[src/rtl/rx_concat_packer_pkg.sv]
// ---------------------------------------------------------------------------
// rx_concat_packer_pkg
// Shared constants and helpers for the receive-side 8-to-64 packer.
//   N1 / N2      : wide-side and MAC-side data widths
//   KEEP_W       : number of byte lanes in a wide beat
//   IDX_W        : width of the byte-lane index
//   ABORT_*      : fields of the beat that closes an aborted frame as bad
//   keep_from_idx: contiguous-low byte-enable mask covering lanes 0..idx
// ---------------------------------------------------------------------------
package rx_concat_packer_pkg;

    localparam int N1     = 64;
    localparam int N2     = 8;
    localparam int KEEP_W = N1 / N2;
    localparam int IDX_W  = $clog2(KEEP_W);

    localparam logic [N1-1:0]     ABORT_DATA = {N1{1'b0}};
    localparam logic [KEEP_W-1:0] ABORT_KEEP = 8'h01;
    localparam logic              ABORT_LAST = 1'b1;
    localparam logic              ABORT_USER = 1'b1;

    // Lanes 0..idx enabled, all higher lanes disabled.
    function automatic logic [KEEP_W-1:0] keep_from_idx(input logic [IDX_W-1:0] idx);
        logic [KEEP_W-1:0] keep;
        for (int k = 0; k < KEEP_W; k++) begin
            keep[k] = (k <= int'(idx));
        end
        return keep;
    endfunction

endpackage

[src/rtl/rx_concat_out_reg.sv]
// ---------------------------------------------------------------------------
// rx_concat_out_reg
// One-entry AXI-stream holding register for the wide receive side. Both
// packed data words and abort beats are loaded through here.
//   clk, reset          : clock, asynchronous active-high reset
//   load, load_*        : load request and the beat to load
//   tready              : downstream ready
//   tdata..tuser        : registered AXI-stream outputs
//   full                : register currently holds a beat
//   can_load            : a load this edge is accepted (empty or draining)
// ---------------------------------------------------------------------------
module rx_concat_out_reg
    import rx_concat_packer_pkg::*;
(
    input  logic              clk,
    input  logic              reset,
    input  logic              load,
    input  logic [N1-1:0]     load_data,
    input  logic [KEEP_W-1:0] load_keep,
    input  logic              load_last,
    input  logic              load_user,
    input  logic              tready,
    output logic [N1-1:0]     tdata,
    output logic [KEEP_W-1:0] tkeep,
    output logic              tvalid,
    output logic              tlast,
    output logic              tuser,
    output logic              full,
    output logic              can_load
);

    assign full     = tvalid;
    assign can_load = !tvalid || tready;

    // Holding register: load wins over drain so back-to-back beats are possible.
    always_ff @(posedge clk or posedge reset) begin
        if (reset) begin
            tdata  <= {N1{1'b0}};
            tkeep  <= {KEEP_W{1'b0}};
            tvalid <= 1'b0;
            tlast  <= 1'b0;
            tuser  <= 1'b0;
        end else if (load) begin
            tdata  <= load_data;
            tkeep  <= load_keep;
            tvalid <= 1'b1;
            tlast  <= load_last;
            tuser  <= load_user;
        end else if (tvalid && tready) begin
            tdata  <= {N1{1'b0}};
            tkeep  <= {KEEP_W{1'b0}};
            tvalid <= 1'b0;
            tlast  <= 1'b0;
            tuser  <= 1'b0;
        end else begin
            tdata  <= tdata;
            tkeep  <= tkeep;
            tvalid <= tvalid;
            tlast  <= tlast;
            tuser  <= tuser;
        end
    end

endmodule

[src/rtl/rx_concat_packer.sv]
// ---------------------------------------------------------------------------
// rx_concat_packer
// Packs the MAC's unstallable 8-bit receive stream into 64-bit beats with a
// contiguous-low tkeep. If a word completes while the output is stalled, the
// rest of the frame is dropped and a one-byte bad beat closes it downstream.
//   clk, reset            : clock, asynchronous active-high reset
//   rx_axis_mac_*         : 8-bit MAC stream (tdata, tvalid, tlast, tuser)
//   rx_axis_*             : 64-bit packed stream (tdata, tkeep, tvalid,
//                           tlast, tuser, tready)
//   rx_overflow           : one-cycle pulse per frame lost to overflow
// ---------------------------------------------------------------------------
module rx_concat_packer
    import rx_concat_packer_pkg::*;
(
    input  logic              clk,
    input  logic              reset,
    input  logic [N2-1:0]     rx_axis_mac_tdata,
    input  logic              rx_axis_mac_tvalid,
    input  logic              rx_axis_mac_tlast,
    input  logic              rx_axis_mac_tuser,
    output logic [N1-1:0]     rx_axis_tdata,
    output logic [KEEP_W-1:0] rx_axis_tkeep,
    output logic              rx_axis_tvalid,
    output logic              rx_axis_tlast,
    output logic              rx_axis_tuser,
    input  logic              rx_axis_tready,
    output logic              rx_overflow
);

    logic [IDX_W-1:0]  idx_r;
    logic [N1-1:0]     asm_r;
    logic              abort_pending_r;
    logic              discard_to_eof_r;
    logic              overflow_r;

    logic [IDX_W-1:0]  idx_nxt_s;
    logic [N1-1:0]     asm_nxt_s;
    logic              abort_nxt_s;
    logic              discard_nxt_s;
    logic              overflow_s;

    logic              load_s;
    logic [N1-1:0]     load_data_s;
    logic [KEEP_W-1:0] load_keep_s;
    logic              load_last_s;
    logic              load_user_s;

    logic              full_s;
    logic              can_load_s;
    logic              drop_mode_s;
    logic              complete_s;
    logic [N1-1:0]     byte_lane_s;
    logic [N1-1:0]     merged_s;

    assign drop_mode_s = abort_pending_r || discard_to_eof_r;
    assign complete_s  = (idx_r == IDX_W'(KEEP_W - 1)) || rx_axis_mac_tlast;
    assign byte_lane_s = {{(N1-N2){1'b0}}, rx_axis_mac_tdata} << {idx_r, 3'b000};
    // Lanes above idx are always zero in asm_r, so OR-merging is safe.
    assign merged_s    = asm_r | byte_lane_s;

    // Packing, overflow detection and drop/abort control.
    always_comb begin
        idx_nxt_s     = idx_r;
        asm_nxt_s     = asm_r;
        abort_nxt_s   = abort_pending_r;
        discard_nxt_s = discard_to_eof_r;
        overflow_s    = 1'b0;
        load_s        = 1'b0;
        load_data_s   = {N1{1'b0}};
        load_keep_s   = {KEEP_W{1'b0}};
        load_last_s   = 1'b0;
        load_user_s   = 1'b0;

        if (drop_mode_s) begin
            // Close the lost frame with a bad one-byte beat once there is room.
            if (abort_pending_r && can_load_s) begin
                load_s      = 1'b1;
                load_data_s = ABORT_DATA;
                load_keep_s = ABORT_KEEP;
                load_last_s = ABORT_LAST;
                load_user_s = ABORT_USER;
                abort_nxt_s = 1'b0;
            end else begin
                abort_nxt_s = abort_pending_r;
            end

            if (rx_axis_mac_tvalid) begin
                if (rx_axis_mac_tlast) begin
                    discard_nxt_s = 1'b0;
                end else if (!discard_to_eof_r && abort_pending_r) begin
                    // A new frame starts before the abort beat went out: drop it whole.
                    discard_nxt_s = 1'b1;
                end else begin
                    discard_nxt_s = discard_to_eof_r;
                end
            end else begin
                discard_nxt_s = discard_to_eof_r;
            end
        end else if (rx_axis_mac_tvalid) begin
            if (complete_s) begin
                idx_nxt_s = {IDX_W{1'b0}};
                asm_nxt_s = {N1{1'b0}};
                if (full_s && !rx_axis_tready) begin
                    overflow_s    = 1'b1;
                    abort_nxt_s   = 1'b1;
                    discard_nxt_s = !rx_axis_mac_tlast;
                end else begin
                    load_s      = 1'b1;
                    load_data_s = merged_s;
                    load_keep_s = keep_from_idx(idx_r);
                    load_last_s = rx_axis_mac_tlast;
                    load_user_s = rx_axis_mac_tlast && rx_axis_mac_tuser;
                end
            end else begin
                idx_nxt_s = idx_r + IDX_W'(1);
                asm_nxt_s = merged_s;
            end
        end else begin
            idx_nxt_s = idx_r;
            asm_nxt_s = asm_r;
        end
    end

    // Packing state and the registered overflow pulse.
    always_ff @(posedge clk or posedge reset) begin
        if (reset) begin
            idx_r            <= {IDX_W{1'b0}};
            asm_r            <= {N1{1'b0}};
            abort_pending_r  <= 1'b0;
            discard_to_eof_r <= 1'b0;
            overflow_r       <= 1'b0;
        end else begin
            idx_r            <= idx_nxt_s;
            asm_r            <= asm_nxt_s;
            abort_pending_r  <= abort_nxt_s;
            discard_to_eof_r <= discard_nxt_s;
            overflow_r       <= overflow_s;
        end
    end

    assign rx_overflow = overflow_r;

    rx_concat_out_reg u_out_reg (
        .clk       (clk),
        .reset     (reset),
        .load      (load_s),
        .load_data (load_data_s),
        .load_keep (load_keep_s),
        .load_last (load_last_s),
        .load_user (load_user_s),
        .tready    (rx_axis_tready),
        .tdata     (rx_axis_tdata),
        .tkeep     (rx_axis_tkeep),
        .tvalid    (rx_axis_tvalid),
        .tlast     (rx_axis_tlast),
        .tuser     (rx_axis_tuser),
        .full      (full_s),
        .can_load  (can_load_s)
    );

endmodule

[config.mk]
export PLATFORM = sky130hd
export DESIGN_NAME = rx_concat_packer
export DESIGN_NICKNAME = d
export VERILOG_FILES = /design/src/rtl/rx_concat_packer_pkg.sv /design/src/rtl/rx_concat_out_reg.sv /design/src/rtl/rx_concat_packer.sv
export SDC_FILE = /design/constraint.sdc
export NUM_CORES = 1
export LEC_CHECK = 0
export ABC_AREA = 1
export CAP_MARGIN = 30
export CORE_UTILIZATION = 56
export CTS_CLUSTER_SIZE = 10
export DETAILED_ROUTE_END_ITERATION = 12
export PLACE_DENSITY = 0.81
export SETUP_SLACK_MARGIN = 0.5
export SYNTH_ARGS = -nofsm -noshare
export SYNTH_HDL_FRONTEND = slang
export SYNTH_SLANG_ARGS = --single-unit
[constraint.sdc]
create_clock -name clk -period 5.97 [get_ports clk]
set_input_delay 0.8955 -clock clk [delete_from_list [all_inputs] [get_ports clk]]
set_output_delay 0.8955 -clock clk [all_outputs]
set_load 0.03 [all_outputs]
Word level (Yosys, flattened, before mapping)
Cells that the tools add are included.
{"block": "classes", "add_sub_neg": 1, "order_cmp": 7, "eq_ne": 3, "shift": 1, "n_mux": 48, "n_bitwise": 2, "reduce_logical": 19}
{"operator": "2-to-1 mux 64 bit", "count": 7}
{"operator": "bitwise OR 64 bit", "count": 1}
{"operator": "left shift 8 x 6 -> 64 bit", "count": 1}
{"operator": "2-to-1 mux 8 bit", "count": 6}
{"operator": "2-to-1 mux 1 bit", "count": 34}
{"operator": "less-or-equal comparator 3 bit (first input constant)", "count": 4}
{"operator": "AND reduction 4 bit", "count": 2}
{"operator": "nonzero test 2 bit", "count": 4}
{"operator": "less-or-equal comparator 2 x 3 -> 1 bit (first input constant)", "count": 2}
{"operator": "logical AND 1 bit", "count": 5}
{"operator": "zero test 1 bit", "count": 4}
{"operator": "adder 3 x 1 -> 3 bit (second input constant)", "count": 1}
{"operator": "== test 3 bit (second input constant)", "count": 1}
{"operator": "less-or-equal comparator 1 x 3 -> 1 bit (first input constant)", "count": 1}
{"operator": "logical OR 1 bit", "count": 3}
{"operator": "2-to-1 mux 3 bit", "count": 1}
{"operator": "inequality test 3 x 2 -> 1 bit (second input constant)", "count": 1}
{"operator": "inequality test 2 x 1 -> 1 bit (second input constant)", "count": 1}
{"operator": "AND reduction 2 bit", "count": 1}
{"operator": "NOT 1 bit", "count": 1}
{"block": "totals", "regBits": 145, "inputBits": 14, "output_inout_bits": 76, "word_cells": 91}

Logic depth before layout (Yosys ltp)
Gate-level depths: netlist of run 1.
{"block": "logic_depth", "word_depth": 7, "mapped_depth": 9, "depth_no_buf": 8}

Hierarchy
Synthesis of run 1 repeated with hierarchy kept, for this count alone.
{"block": "unflattened", "cells_unflattened": 1071, "area_unflattened_um2": 7596.0}
{"module": "rx_concat_packer", "n_inst": 1, "cells_each": 743, "area_each_um2": 4589.4, "seq_area_each_um2": 1751.7}
{"module": "rx_concat_out_reg", "n_inst": 1, "cells_each": 328, "area_each_um2": 3006.6, "seq_area_each_um2": 1876.8}

Least setup slack after synthesis of run 1
OpenSTA, ideal clock, no wires.
{"block": "synth_path", "path_type": "input -> register", "startpoint": "input port rx_axis_tready", "endpoint": "register u_out_reg.tdata[0]", "setup_ns": 0.119, "t_arrival_ns": 1.612, "t_required_ns": 5.851, "path_slack_ns": 4.239, "cell_stages": 7, "n_path_buf": 2, "cell_sequence": "inv_1 -> nand2_1 -> nand3_2 -> buf_4 -> buf_4 -> nand4_1 -> nand2_1"}
{"block": "synth_between", "elab_chain_len": 7, "elab_cells_between_ends": 16, "classes_between": "mux (10); reduce/logical (6)"}
{"element": "start: declaration", "line": "rx_concat_packer.sv:26", "rtl": "input logic rx_axis_tready,"}
{"element": "zero test 1 bit", "line": "rx_concat_packer.sv:103", "rtl": "if (full_s && !rx_axis_tready) begin"}
{"element": "logical AND 1 bit", "line": "rx_concat_packer.sv:103"}
{"element": "2-to-1 mux 64 bit or 2-to-1 mux 1 bit (tied branches)", "line": "rx_concat_packer.sv:103"}
{"element": "2-to-1 mux 64 bit or 2-to-1 mux 1 bit (tied branches)", "line": "rx_concat_packer.sv:100", "rtl": "if (complete_s) begin"}
{"element": "2-to-1 mux 64 bit or 2-to-1 mux 1 bit (tied branches)", "line": "rx_concat_packer.sv:99", "rtl": "end else if (rx_axis_mac_tvalid) begin"}
{"element": "2-to-1 mux 64 bit or 2-to-1 mux 1 bit (tied branches)", "line": "rx_concat_packer.sv:74", "rtl": "if (drop_mode_s) begin"}
{"element": "2-to-1 mux 64 bit or nonzero test 2 bit (tied branches)"}
{"element": "end signal: assignment", "line": "rx_concat_out_reg.sv:44", "rtl": "tdata <= load_data;"}
{"element": "end signal: assignment", "line": "rx_concat_out_reg.sv:50", "rtl": "tdata <= {N1{1'b0}};"}
{"element": "end signal: assignment", "line": "rx_concat_out_reg.sv:56", "rtl": "tdata <= tdata;"}
{"element": "end: declaration", "line": "rx_concat_out_reg.sv:23", "rtl": "output logic [N1-1:0] tdata,"}
Parallel ways exist; a longest one is shown, timed or not.
A chain may end at the register's enable or synchronous reset.

Final worst setup path of run 1
{"block": "layout_path", "startpoint": "input port rx_axis_mac_tvalid", "endpoint": "register asm_r[48]"}
{"block": "layout_between", "elab_chain_len": 1}
{"element": "start: declaration", "line": "rx_concat_packer.sv:18", "rtl": "input logic rx_axis_mac_tvalid,"}
{"element": "AND reduction 2 bit (no line)"}
{"element": "end signal: assignment", "line": "rx_concat_packer.sv:128", "rtl": "asm_r <= {N1{1'b0}};"}
{"element": "end signal: assignment", "line": "rx_concat_packer.sv:134", "rtl": "asm_r <= asm_nxt_s;"}
{"element": "end: declaration", "line": "rx_concat_packer.sv:31", "rtl": "logic [N1-1:0] asm_r;"}
Every way passes these cells.

==> results list, run 1 <==
- Arrival time reported for the critical path endpoint: 2980 ps
- Placed wire-length estimate after detailed placement: 9.57 mm
* Placed Area: 7780 um2
* Mean number of vias per cell: 5.39
- Counting distinct cell types in the post-synthesis netlist gives 25.
- Global-route wire length before repair: 27.0 mm
* Row count: 40
- In this run the power spent charging and discharging nets is 0.000884 W.
- Synth Cell Area: 6960 um2
* Number of clock sinks seen by CTS: 144
- Vias in the first global route: 5,750
- Crit path capture type: flip-flop
* TritonCTS clock tree: done
* Number of iterations in the first detailed-routing pass: 4
* Final-report max-slew violation count: 0
- Number of warnings issued by yosys: 0
* Post-synth EDFFs: 0
- The share of total power dissipated in the clock network is 0.376.
- Ports: 90
- At the end of routability-driven placement, the weighted congestion stood at 0.736.
* Cell type with the largest total area after synthesis: sky130_fd_sc_hd__dfrtp_1
* Yosys reg bits: 144
- Power share of the combinational group: 0.227
- The clock passes through at most 2 buffers.
- For this block, the via count after detailed routing is 5,834.
- For this run, the top clock speed supported by timing is 376 MHz.
- Clock skew after layout: 9.55 ps
* Clock insertion delay at the later pin of the skew report: 420 ps
- Data on the critical path is required at its endpoint by 6290 ps.
- Clock edge transition at the registers on the reported setup and hold paths: 60 ps
- The internal power of the cells totals 0.00189 W.
- The count of nets left with antenna violations once routing finished came out at 0.
- Share of the yosys chip area belonging to registers: 0.518
- Summed over all failing endpoints, the final setup total negative slack is 0 ps.
- VDD sags by at most 158 uV.
- After routing the design area is 8360 um2.
- Endpoints failing hold: 0
- For this block, the initial DRC count from the detailed router was 498.
- For this run, asynchronously set or reset flops after synthesis account for 1.00.
* Sequential power share: 0.397
- Commonest cells post-synth: sky130_fd_sc_hd__nand2_1, sky130_fd_sc_hd__dfrtp_1, sky130_fd_sc_hd__inv_1
- Hold WS: 509 ps
- Pin count of the biggest net entering global routing: 104
* Die Ht: 113 um
- The initial antenna violation count is 0.
* Proportion of layout cells with a drive suffix above 1: 0.102
- A synthesized cell averages 8.29 um2.
- Of the available clock period, the critical path in the final layout requires 0.445.
- During placement, the flow inserted port buffers numbering 89.
- For the pin with the worst max-slew slack, the measured transition is 1030 ps.
- In the routed design, unresolved DRC markers number 0.
- The initial utilization of the core area, before any placement, comes to 0.577.
* Clock buffers created by TritonCTS: 17
- Kind of start point of the critical path: input pin
* Max-slew headroom: 0.311
- The die is 113 um wide.
* H-tree levels: 4
- Antenna diodes: 0
- Global-route usage over all layers: 0.268
- Number of nets in the final layout: 920
- In the final routed layout, each cell accounts on average for 15.0 um.
- Static leakage: 4.62 nW
* Filler cell count: 967
- After clock tree synthesis, the flow added hold-fix buffers numbering 0.
* Area growth from synthesis to layout: 20.1%
* Max-capacitance violation count: 0
* Outcome: finished clean
* CP Max Fanout: 50
- The worst path in the final design needs a cycle of 2660 ps, including I/O delays and setup.
- Total routed wirelength: 16.2 mm
- Core Area: 12,100 um2
- Final number of setup-violating endpoints: 0
- The die covers 12,900 um2.
- Yosys top cell area share: 0.518
* Aggregate global routing overflow: 0
- After synthesis, the cell types taking the most area are sky130_fd_sc_hd__dfrtp_1, sky130_fd_sc_hd__nand2_1, sky130_fd_sc_hd__inv_1.
* Worst setup path category: in -> reg
- The number of nets handed over by synthesis was 858.
- Clock tree root driver cell: sky130_fd_sc_hd__clkbuf_16
- Gate Count Post-Synth: 840
- Power per Cell Area: 332 nW/um2
- Buffers inserted during post-CTS setup optimization: 0
- After clock tree synthesis, the repair step resized 0 gates.
* Switching share of power: 0.318
* Most frequent cell after synthesis: sky130_fd_sc_hd__nand2_1
- Dominant synthesized flop cell: sky130_fd_sc_hd__dfrtp_1
* RSZ-0062 raised after global routing: no
* HP Class: reg -> reg
==> logic make-up (layout without fill, tap and decap cells) <==
logic type | count (synthesis) | after routing | synth area share
DFF | 144 | 144 | 0.518
adders and majority gates | 4 | 4 | 0.00719
and+or+nand+nor | 390 | 390 | 0.250
buffers and inverters | 197 | 271 | 0.128
AOI/OAI and AO/OA | 105 | 105 | 0.0971
==> per-layer routing <==
metal | up-vias | wire length, um | GRT usage
met2 | 211 | 7860 | 0.441
met3 | 30 | 1030 | 0.0574
met4 | 0 | 305 | 0.112
met5 | - | 0 | 0
met1 | 2817 | 6990 | 0.344
li1 | 2776 | - | -
==> stage by stage <==
step	power (W)	worst slack [ps]	util	cells
6_report	0.00278	3310	0.693	1082
5_1_grt	0.00289	3150	0.693	1082
4_1_cts	0.00278	3350	0.693	1082
3_5_place_dp	0.00174	2930	0.645	1051
3_3_place_gp	0.00173	2980	0.645	1051
2_1_floorplan	0.00155	1210	-	840
==> power by group through the flow <==
| stage | Combinational, W | Sequential [W] | Clock (W) |
|---|---|---|---|
| after floorplan | 0.000331 | 0.00122 | 0 |
| after global placement | 0.000618 | 0.00111 | 0 |
| after detailed placement | 0.000627 | 0.00112 | 0 |
| after CTS | 0.000632 | 0.00110 | 0.00105 |
| after global routing | 0.000687 | 0.00111 | 0.00109 |
| final | 0.000630 | 0.00110 | 0.00105 |
==> worst paths after layout <==
kind	startpoint	endpoint	slack (ps)	depth (start not counted)
setup reg to reg	idx_r[2]	asm_r[48]	3440	8
min in group asynchronous	reset	u_out_reg.tkeep[3]	1050	2
hold / removal	u_out_reg.tuser	u_out_reg.tuser	510	2
hold reg to reg	u_out_reg.tuser	u_out_reg.tuser	510	2
setup / recovery	rx_axis_mac_tvalid	asm_r[48]	3310	8
max in group asynchronous	reset	asm_r[27]	3790	3
==> critical path: stages <==
cell and delay (ps):
sky130_fd_sc_hd__clkdlybuf4s50_1 520, sky130_fd_sc_hd__nand2_2 130, sky130_fd_sc_hd__inv_2 40, sky130_fd_sc_hd__nand2_2 350, sky130_fd_sc_hd__buf_4 620, sky130_fd_sc_hd__o21ai_0 230
sky130_fd_sc_hd__nand2_1 110, sky130_fd_sc_hd__inv_1 40
==> registers in the layout (all words and copies together), names as in the netlist <==
name and count:
idx_r 3, u_out_reg.tuser 1, u_out_reg.full 1, abort_pending_r 1
u_out_reg.tlast 1, asm_r 64, u_out_reg.tkeep 7, u_out_reg.tdata 64
discard_to_eof_r 1, rx_overflow 1
==> area by class of cell <==
cell class              count  area, um2  share of cell area
flip-flops and latches    144       3600               0.431
well taps                 168        210              0.0251
inverters                 143        542              0.0648
multi-input cells         499       2470               0.296
clock buffers              21        470              0.0563
repair buffers             97        951               0.114
clock inverters            10        111              0.0133
==> cells in the final DEF (no fill, tap or decap) <==
cell type / n
sky130_fd_sc_hd__clkbuf_16: 17
sky130_fd_sc_hd__inv_6: 1
sky130_fd_sc_hd__nor2_4: 3
sky130_fd_sc_hd__clkbuf_8: 3
sky130_fd_sc_hd__clkinv_1: 1
sky130_fd_sc_hd__o21ai_0: 63
sky130_fd_sc_hd__clkinv_4: 1
sky130_fd_sc_hd__dfrtp_1: 144
sky130_fd_sc_hd__clkbuf_1: 1
sky130_fd_sc_hd__clkinvlp_4: 3
sky130_fd_sc_hd__nor2_2: 1
sky130_fd_sc_hd__clkinv_2: 4
sky130_fd_sc_hd__o21ai_1: 1
sky130_fd_sc_hd__buf_4: 8
sky130_fd_sc_hd__bufinv_16: 2
sky130_fd_sc_hd__nor2_1: 2
sky130_fd_sc_hd__nand2_2: 4
sky130_fd_sc_hd__nand2_1: 264
sky130_fd_sc_hd__nand3_1: 37
sky130_fd_sc_hd__a21oi_1: 1
sky130_fd_sc_hd__nand3_2: 1
sky130_fd_sc_hd__and3_1: 1
sky130_fd_sc_hd__ha_1: 4
sky130_fd_sc_hd__clkdlybuf4s50_1: 89
sky130_fd_sc_hd__or2_2: 2
sky130_fd_sc_hd__o21ai_2: 40
sky130_fd_sc_hd__inv_1: 138
sky130_fd_sc_hd__inv_2: 3
sky130_fd_sc_hd__nand4_1: 75
No activity file was read; power rests on OpenSTA's default activity.
==> run 2, diff against run 1 <==
CORE_UTILIZATION = 50   (was 56)
PLACE_DENSITY = 0.76   (was 0.81)
clock period = 2.4 ns   (was 5.97 ns; I/O delays follow)
==> run 2 against run 1 <==
- via count is 0.27% lower
- utilization is 5.7 points lower
- cell area is 1.9% higher
- flip-flop and latch count stayed put
- clock skew is 5.5 ps lower
- sequential share of layout area is 0.80 points lower
- non-clock buffer count is 10 higher
- global-route usage is 2.5 points lower
- die area is 12% higher
- first-iteration DRC count is 8.2% lower
- critical path type is now reg -> out
- critical endpoint is now rx_axis_tdata[41]
- largest cell class unchanged
- largest power group unchanged
==> results list, run 2 (synthesized netlist as in run 1, its figures left out) <==
- The total of max-cap violations is 0 (unchanged).
* Post-detailed-route wirelength per cell: 15.2 um (was 15.0 um)
- Buffer depth of the longest clock path: 2 (unchanged)
- The layout-stage area growth over the synthesis result is 22.4% (was 20.1%).
- Part of the cycle the worst path needs: 0.782
- Fmax: 533 MHz
* HP Class: in -> async (was reg -> reg)
- The number of buffers and inverters on the critical path came to 1 (was 4).
- The die outline height is 120 um (was 113 um).
- The gate family responsible for the most delay along the worst path is buffers and inverters (unchanged).
* Antenna diodes: 0 (unchanged)
- Cells along the critical path: clkdlybuf4s50_1 (was clkdlybuf4s50_1 -> nand2_2 -> inv_2 -> nand2_2 -> buf_4 -> o21ai_0 -> nand2_1 -> inv_1)
- The required time of the critical path came to 2040 ps (was 6290 ps).
- The endpoint of the worst-slack reg-to-reg timing path is u_out_reg.tdata[55] (was asm_r[48]).
- Core Area: 13,400 um2 (was 12,100 um2)
* Mean number of vias per cell: 5.28 (was 5.39)
- Proportion of layout cells with a drive suffix above 1: 0.108 (was 0.102)
* Finished Core Util: 0.636 (was 0.693)
- Power per Cell Area: 806 nW/um2 (was 332 nW/um2)
- Filler cell count: 1,129 (was 967)
- Initial antenna violation count: 0 (unchanged)
* Number of hold-repair buffers added at the cts stage: 0 (unchanged)
* Worst setup path category: reg -> out (was in -> reg)
* Buffers inserted during post-CTS setup optimization: 0 (unchanged)
* R2r startpoint: idx_r[1] (was idx_r[2])
- The total negative slack for setup checks came to 0 ps (unchanged).
- Tmin final: 1880 ps
- Number of iterations in the first detailed-routing pass: 5 (was 4)
- Pin count of the biggest net entering global routing: 102 (was 104)
- Count of port buffers added during placement: 89 (unchanged)
* Max-slew headroom: 0.633 (was 0.311)
* Global-route usage over all layers: 0.243 (was 0.268)
- The slew of the pin with the lowest slew margin was 551 ps (was 1030 ps).
* Outcome: finished clean (unchanged)
- TritonCTS clock tree: done (unchanged)
- Number of clock sinks seen by CTS: 144 (unchanged)
* Most frequent cells in the layout: sky130_fd_sc_hd__nand2_1, sky130_fd_sc_hd__dfrtp_1, sky130_fd_sc_hd__inv_1 (unchanged)
* Weighted congestion reported at the end of routability-driven placement: 0.778 (was 0.736)
* Static leakage: 4.71 nW (was 4.62 nW)
* Worst VDD drop: 469 uV (was 158 uV)
- Ports: 90 (unchanged)
- The count of cells along the worst register-to-register path was 9 (was 8).
- The number of nets in the layout came to 930 (was 920).
* CP Max Fanout: 2 (was 50)
- H-tree levels: 4 (unchanged)
* Initial Utilization: 0.519 (was 0.577)
* First DRT Iteration DRCs: 457 (was 498)
* Clock edge transition at the registers on the reported setup and hold paths: 60 ps (about the same)
- Vias in the first global route: 5,467 (was 5,750)
* Final routed DRC violation total: 0 (unchanged)
- The clock latency at the later pin of the worst-skew pair was 420 ps (about the same).
- The row count came to 42 (was 40).
- Final number of setup-violating endpoints: 0 (unchanged)
- CP max-delay cell: sky130_fd_sc_hd__clkdlybuf4s50_1 (was sky130_fd_sc_hd__buf_4)
* Clock buffers created by TritonCTS: 17 (unchanged)
* Global-route wire length before repair: 27.1 mm (was 27.0 mm)
* Peak per-stage delay on the critical path: 700 ps (was 620 ps)
* Clock skew after layout: 4.01 ps (was 9.55 ps)
- Arrival time reported for the critical path endpoint: 1520 ps (was 2980 ps)
- RSZ-0062 raised after global routing: yes (was no)
- The estimated wirelength of the detail-placed design came to 10.1 mm (was 9.57 mm).
- Clock tree root driver cell: sky130_fd_sc_hd__clkbuf_16 (unchanged)
* Aggregate global routing overflow: 0 (unchanged)
* DIE AREA: 14,400 um2 (was 12,900 um2)
- The number of slew-limit violations in the final report is 0 (unchanged).
- Most frequent standard cell in the layout excluding fill and tap cells: sky130_fd_sc_hd__nand2_1 (unchanged)
* Biggest regs: asm_r: 64 flops, u_out_reg.tdata: 64 flops, u_out_reg.tkeep: 7 flops (unchanged)
* Setup slack, reg-to-reg: 620 ps (was 3440 ps)
- The aggregate routed wire length was 16.8 mm (was 16.2 mm).
* Number of routed nets with antenna violations: 0 (unchanged)
- Endpoints failing hold: 0 (unchanged)
- The die width was 120 um (was 113 um).
* Kind of start point of the critical path: flip-flop (was input pin)
- The detailed-route via count is 5,818 (was 5,834).
- The total of cells resized after clock tree synthesis came to 0 (unchanged).
* Crit path capture type: primary output (was flip-flop)
-- run 2: changes by cell type in the layout (fill, tap and decap cells not counted), sizes merged, moves of 2 or more --
cell,delta
dlymetal6s2s,+2
clkbuf,+7
clkdlybuf4s50,-2
clkinv,-2
buf,+9
-- run 2: per-layer routing --
layer	vias to the layer above	wire (um)	global-route usage
li1	2799	-	-
met1	2816	7410	0.333
met2	185	8130	0.384
met3	18	991	0.0542
met4	0	219	0.0773
met5	-	0	0
-- run 2: power breakdown --
part           internal (W)  leakage, nW  switching (W)
Combinational      0.000542         2.46        0.00111
Sequential          0.00262         1.99       0.000115
Clock               0.00153        0.271       0.000953
Total               0.00469         4.71        0.00218
-- run 2: stage by stage --
stage	area [um2]	power, W	std cells	hold slack (ps)	worst slack, ps
after floorplan	6960	0.00386	840	468	235
after global placement	7930	0.00438	1068	499	515
after detailed placement	7930	0.00441	1068	502	453
after CTS	8490	0.00690	1100	483	502
after global routing	8520	0.00717	1101	516	482
final	8520	0.00687	1101	453	524
-- run 2: area by class of cell --
type	instances	area [um2]	area share
Clock buffer	27	503	0.0590
Clock inverter	5	52.6	0.00617
Multi-Input combinational cell	499	2470	0.290
Timing Repair Buffer	107	1130	0.132
Sequential cell	144	3600	0.423
Inverter	143	541	0.0634
Tap cell	176	220	0.0258
-- run 2: how the worst max path moves through the flow --
stage / startpoint / slack [ps] / depth (start not counted) / to
after floorplan: reset / 230 / 1 / abort_pending_r
after global placement: rx_axis_mac_tvalid / 510 / 8 / u_out_reg.tkeep[3]
after detailed placement: rx_axis_tready / 450 / 8 / u_out_reg.tkeep[3]
after CTS: u_out_reg.full / 500 / 1 / rx_axis_tkeep[0]
after global routing: idx_r[1] / 480 / 9 / u_out_reg.tkeep[1]
final: u_out_reg.tdata[41] / 520 / 1 / rx_axis_tdata[41]
==> run 3, diff against run 2 <==
clock period = 1.5 ns   (was 2.4 ns; I/O delays follow)
==> run 3 against run 2 <==
- the flow now finishes with violations (setup timing)
- worst setup slack lost 740 ps
- die area is the same
- non-clock buffer count grew 130
- first-iteration DRC count grew 39%
- via count grew 19%
- combinational power grew to 2.5 times the previous value
- sequential share of layout area shrank 8.0 points
- critical path depth grew 8
- largest power group unchanged
==> results list, run 3 (synthesized netlist as in run 1, its figures left out) <==
* Outcome: finished, violations left (was finished clean)
- The checks that failed: setup timing.
* Biggest regs: asm_r: 64 flops, u_out_reg.tdata: 64 flops, u_out_reg.tkeep: 7 flops (unchanged)
- First DRT Iteration DRCs: 633 (was 457)
- The worst path in the final design needs a cycle of 1720 ps, including I/O delays and setup.
- The post-placement worst setup slack is -191 ps (was 453 ps).
* Net switching power of the design: 0.00411 W (was 0.00218 W)
* Max-capacitance violation count: 0 (unchanged)
- The smallest hold slack was 272 ps (was 453 ps).
* Final-report max-slew violation count: 0 (unchanged)
- The part of the power in combinational logic came to 0.335 (was 0.240).
- Aggregate global routing overflow: 0 (unchanged)
* Number of nets in the final layout: 1,060 (was 930)
- Sequential cell area in the final layout: 3600 um2 (about the same)
- Number of routed nets with antenna violations: 0 (unchanged)
* Crit path capture type: flip-flop (was primary output)
- The design area came to 10,500 um2 (was 8520 um2).
- The switching power as a share of total power is 0.329 (was 0.317).
* Worst Max-Slew Pin Slew: 414 ps (was 551 ps)
- The most common cell after layout, fill and taps aside is sky130_fd_sc_hd__nand2_1 (unchanged).
- The die area was 14,400 um2 (unchanged).
- Worst VDD drop: 811 uV (was 469 uV)
* Row count: 42 (unchanged)
* Clock edge transition at the registers on the reported setup and hold paths: 60 ps (about the same)
- Total number of vias: 6,946 (was 5,818)
- The category of the worst setup path launch point is a flip-flop (unchanged).
- The areal power density over the cells is 1190 nW/um2 (was 806 nW/um2).
- The setup slack of the critical path after layout was -215 ps (was 524 ps).
- Sequential power share: 0.353 (was 0.398)
- Number of clock sinks seen by CTS: 144 (unchanged)
* Max-slew headroom: 0.724 (was 0.633)
- The share of final-layout standard cells stronger than drive strength 1 came to 0.349 (was 0.108).
* Placed Area: 8510 um2 (was 7930 um2)
- Fmax: 583 MHz
* Count of port buffers added during placement: 89 (unchanged)
* Clock skew after layout: 14.4 ps (was 4.01 ps)
* Clock buffers created by TritonCTS: 17 (unchanged)
* Pin count of the biggest net entering global routing: 77 (was 102)
- Final routed DRC violation total: 0 (unchanged)
* Post-detailed-route wirelength per cell: 18.5 um (was 15.2 um)
- The path class of the lowest-slack min-delay path is in -> async (unchanged).
- The CTS H-tree depth is 4 (unchanged).
- CP Max Fanout: 6 (was 2)
- Placed wire-length estimate after detailed placement: 11.0 mm (was 10.1 mm)
* Vias in the first global route: 6,628 (was 5,467)
- Buffer depth of the longest clock path: 2 (unchanged)
- The final hold violation count came to 0 (unchanged).
* Area growth from synthesis to layout: 50.8% (was 22.4%)
* Clock tree root driver cell: sky130_fd_sc_hd__clkbuf_16 (unchanged)
- Total power consumption of the routed design: 0.0125 W (was 0.00687 W)
- The detailed-routing iteration count for the pre-antenna-repair pass was 6 (was 5).
- Core Area: 13,400 um2 (unchanged)
- In the finished design, the share of the clock period the worst path needs comes to 1.14.
- The kind of critical path is reg -> reg (was reg -> out).
- The proportion of power drawn by the clock network was 0.312 (was 0.361).
* RSZ-0062 raised after global routing: yes (unchanged)
- TritonCTS clock tree: done (unchanged)
* Mean number of vias per cell: 5.65 (was 5.28)
- The leakage component of the power came to 5.91 nW (was 4.71 nW).
* Total routed wirelength: 22.7 mm (was 16.8 mm)
- The die outline height came to 120 um (unchanged).
- Arrival time reported for the critical path endpoint: 2070 ps (was 1520 ps)
- The multi-input logic area was 2750 um2 (was 2470 um2).
- The number of hold buffers added after CTS came to 0 (unchanged).
- Initial Utilization: 0.519 (unchanged)
- Filler cell count: 800 (was 1,129)
- Initial antenna violation count: 0 (unchanged)
- Antenna diodes: 0 (unchanged)
* Global-route usage over all layers: 0.301 (was 0.243)
- Clock insertion delay at the later pin of the skew report: 430 ps (was 420 ps)
- Internal cell power: 0.00838 W (was 0.00469 W)
- Die boundary width: 120 um (unchanged)
- Most frequent cells in the layout: sky130_fd_sc_hd__nand2_1, sky130_fd_sc_hd__dfrtp_1, sky130_fd_sc_hd__inv_1 (unchanged).
- The first-pass GRT wire length came to 33.4 mm (was 27.1 mm).
- Ports: 90 (unchanged)
* Weighted congestion reported at the end of routability-driven placement: 0.810 (was 0.778)
- The required time of the critical path came to 1850 ps (was 2040 ps).
- Final number of setup-violating endpoints: 134 (was 0)
## run 3: path summary, 6_finish.rpt
| kind | start | to | slack (ps) | cells after the start |
|---|---|---|---|---|
| max | idx_r[1] | asm_r[30] | -220 | 9 |
| min | reset | discard_to_eof_r | 270 | 3 |
| max reg2reg | idx_r[1] | asm_r[30] | -220 | 9 |
| min reg2reg | u_out_reg.tdata[48] | u_out_reg.tdata[48] | 540 | 2 |
| max in group asynchronous | reset | asm_r[40] | 870 | 3 |
| min in group clk | rx_axis_mac_tuser | u_out_reg.tuser | 540 | 4 |
## run 3: timing repair
action / CTS / global route
endpoints found under the setup margin: 220 / 220
pin swaps: 18 / 28
gates resized for setup: 634 / 46
cloned: 13 / 4
setup buffers: 40 / 27
## run 3: area by class of cell
class	instances	share of cell area
flip-flops and latches	144	0.343
repair buffers	237	0.269
multi-input cells	499	0.262
inverters	143	0.0546
clock buffers	22	0.0442
well taps	176	0.0210
clock inverters	8	0.00620
## run 3: stage by stage
stage | util | setup TNS (ps) | std cells
2_1_floorplan | - | -85200 | 840
3_3_place_gp | 0.635 | -16500 | 1115
3_5_place_dp | 0.635 | -19160 | 1115
4_1_cts | 0.752 | -5530 | 1198
5_1_grt | 0.783 | -22140 | 1229
6_report | 0.783 | -14400 | 1229
## run 3: critical path, cell delays in order (launching register included)
cell and delay [ps]:
sky130_fd_sc_hd__dfrtp_1 400, sky130_fd_sc_hd__ha_2 210, sky130_fd_sc_hd__ha_4 180, sky130_fd_sc_hd__nor2_4 170, sky130_fd_sc_hd__nand2_8 120, sky130_fd_sc_hd__buf_12 160
sky130_fd_sc_hd__buf_16 140, sky130_fd_sc_hd__o21ai_2 60, sky130_fd_sc_hd__nand2_1 110, sky130_fd_sc_hd__inv_1 110
## run 3: layer usage
metal	wire [um]	track usage	vias up
li1	-	-	3077
met2	11700	0.505	372
met4	771	0.141	0
met1	8720	0.376	3417
met3	1490	0.0532	80
met5	0	0	-
## run 3: power by group through the flow
stage | clock network [W] | registers (W) | logic, W
finish | 0.00390 | 0.00441 | 0.00418
CTS | 0.00388 | 0.00439 | 0.00375
floorplan | 0 | 0.00487 | 0.00132
global route | 0.00410 | 0.00443 | 0.00439
detailed placement | 0 | 0.00442 | 0.00301
global placement | 0 | 0.00441 | 0.00298
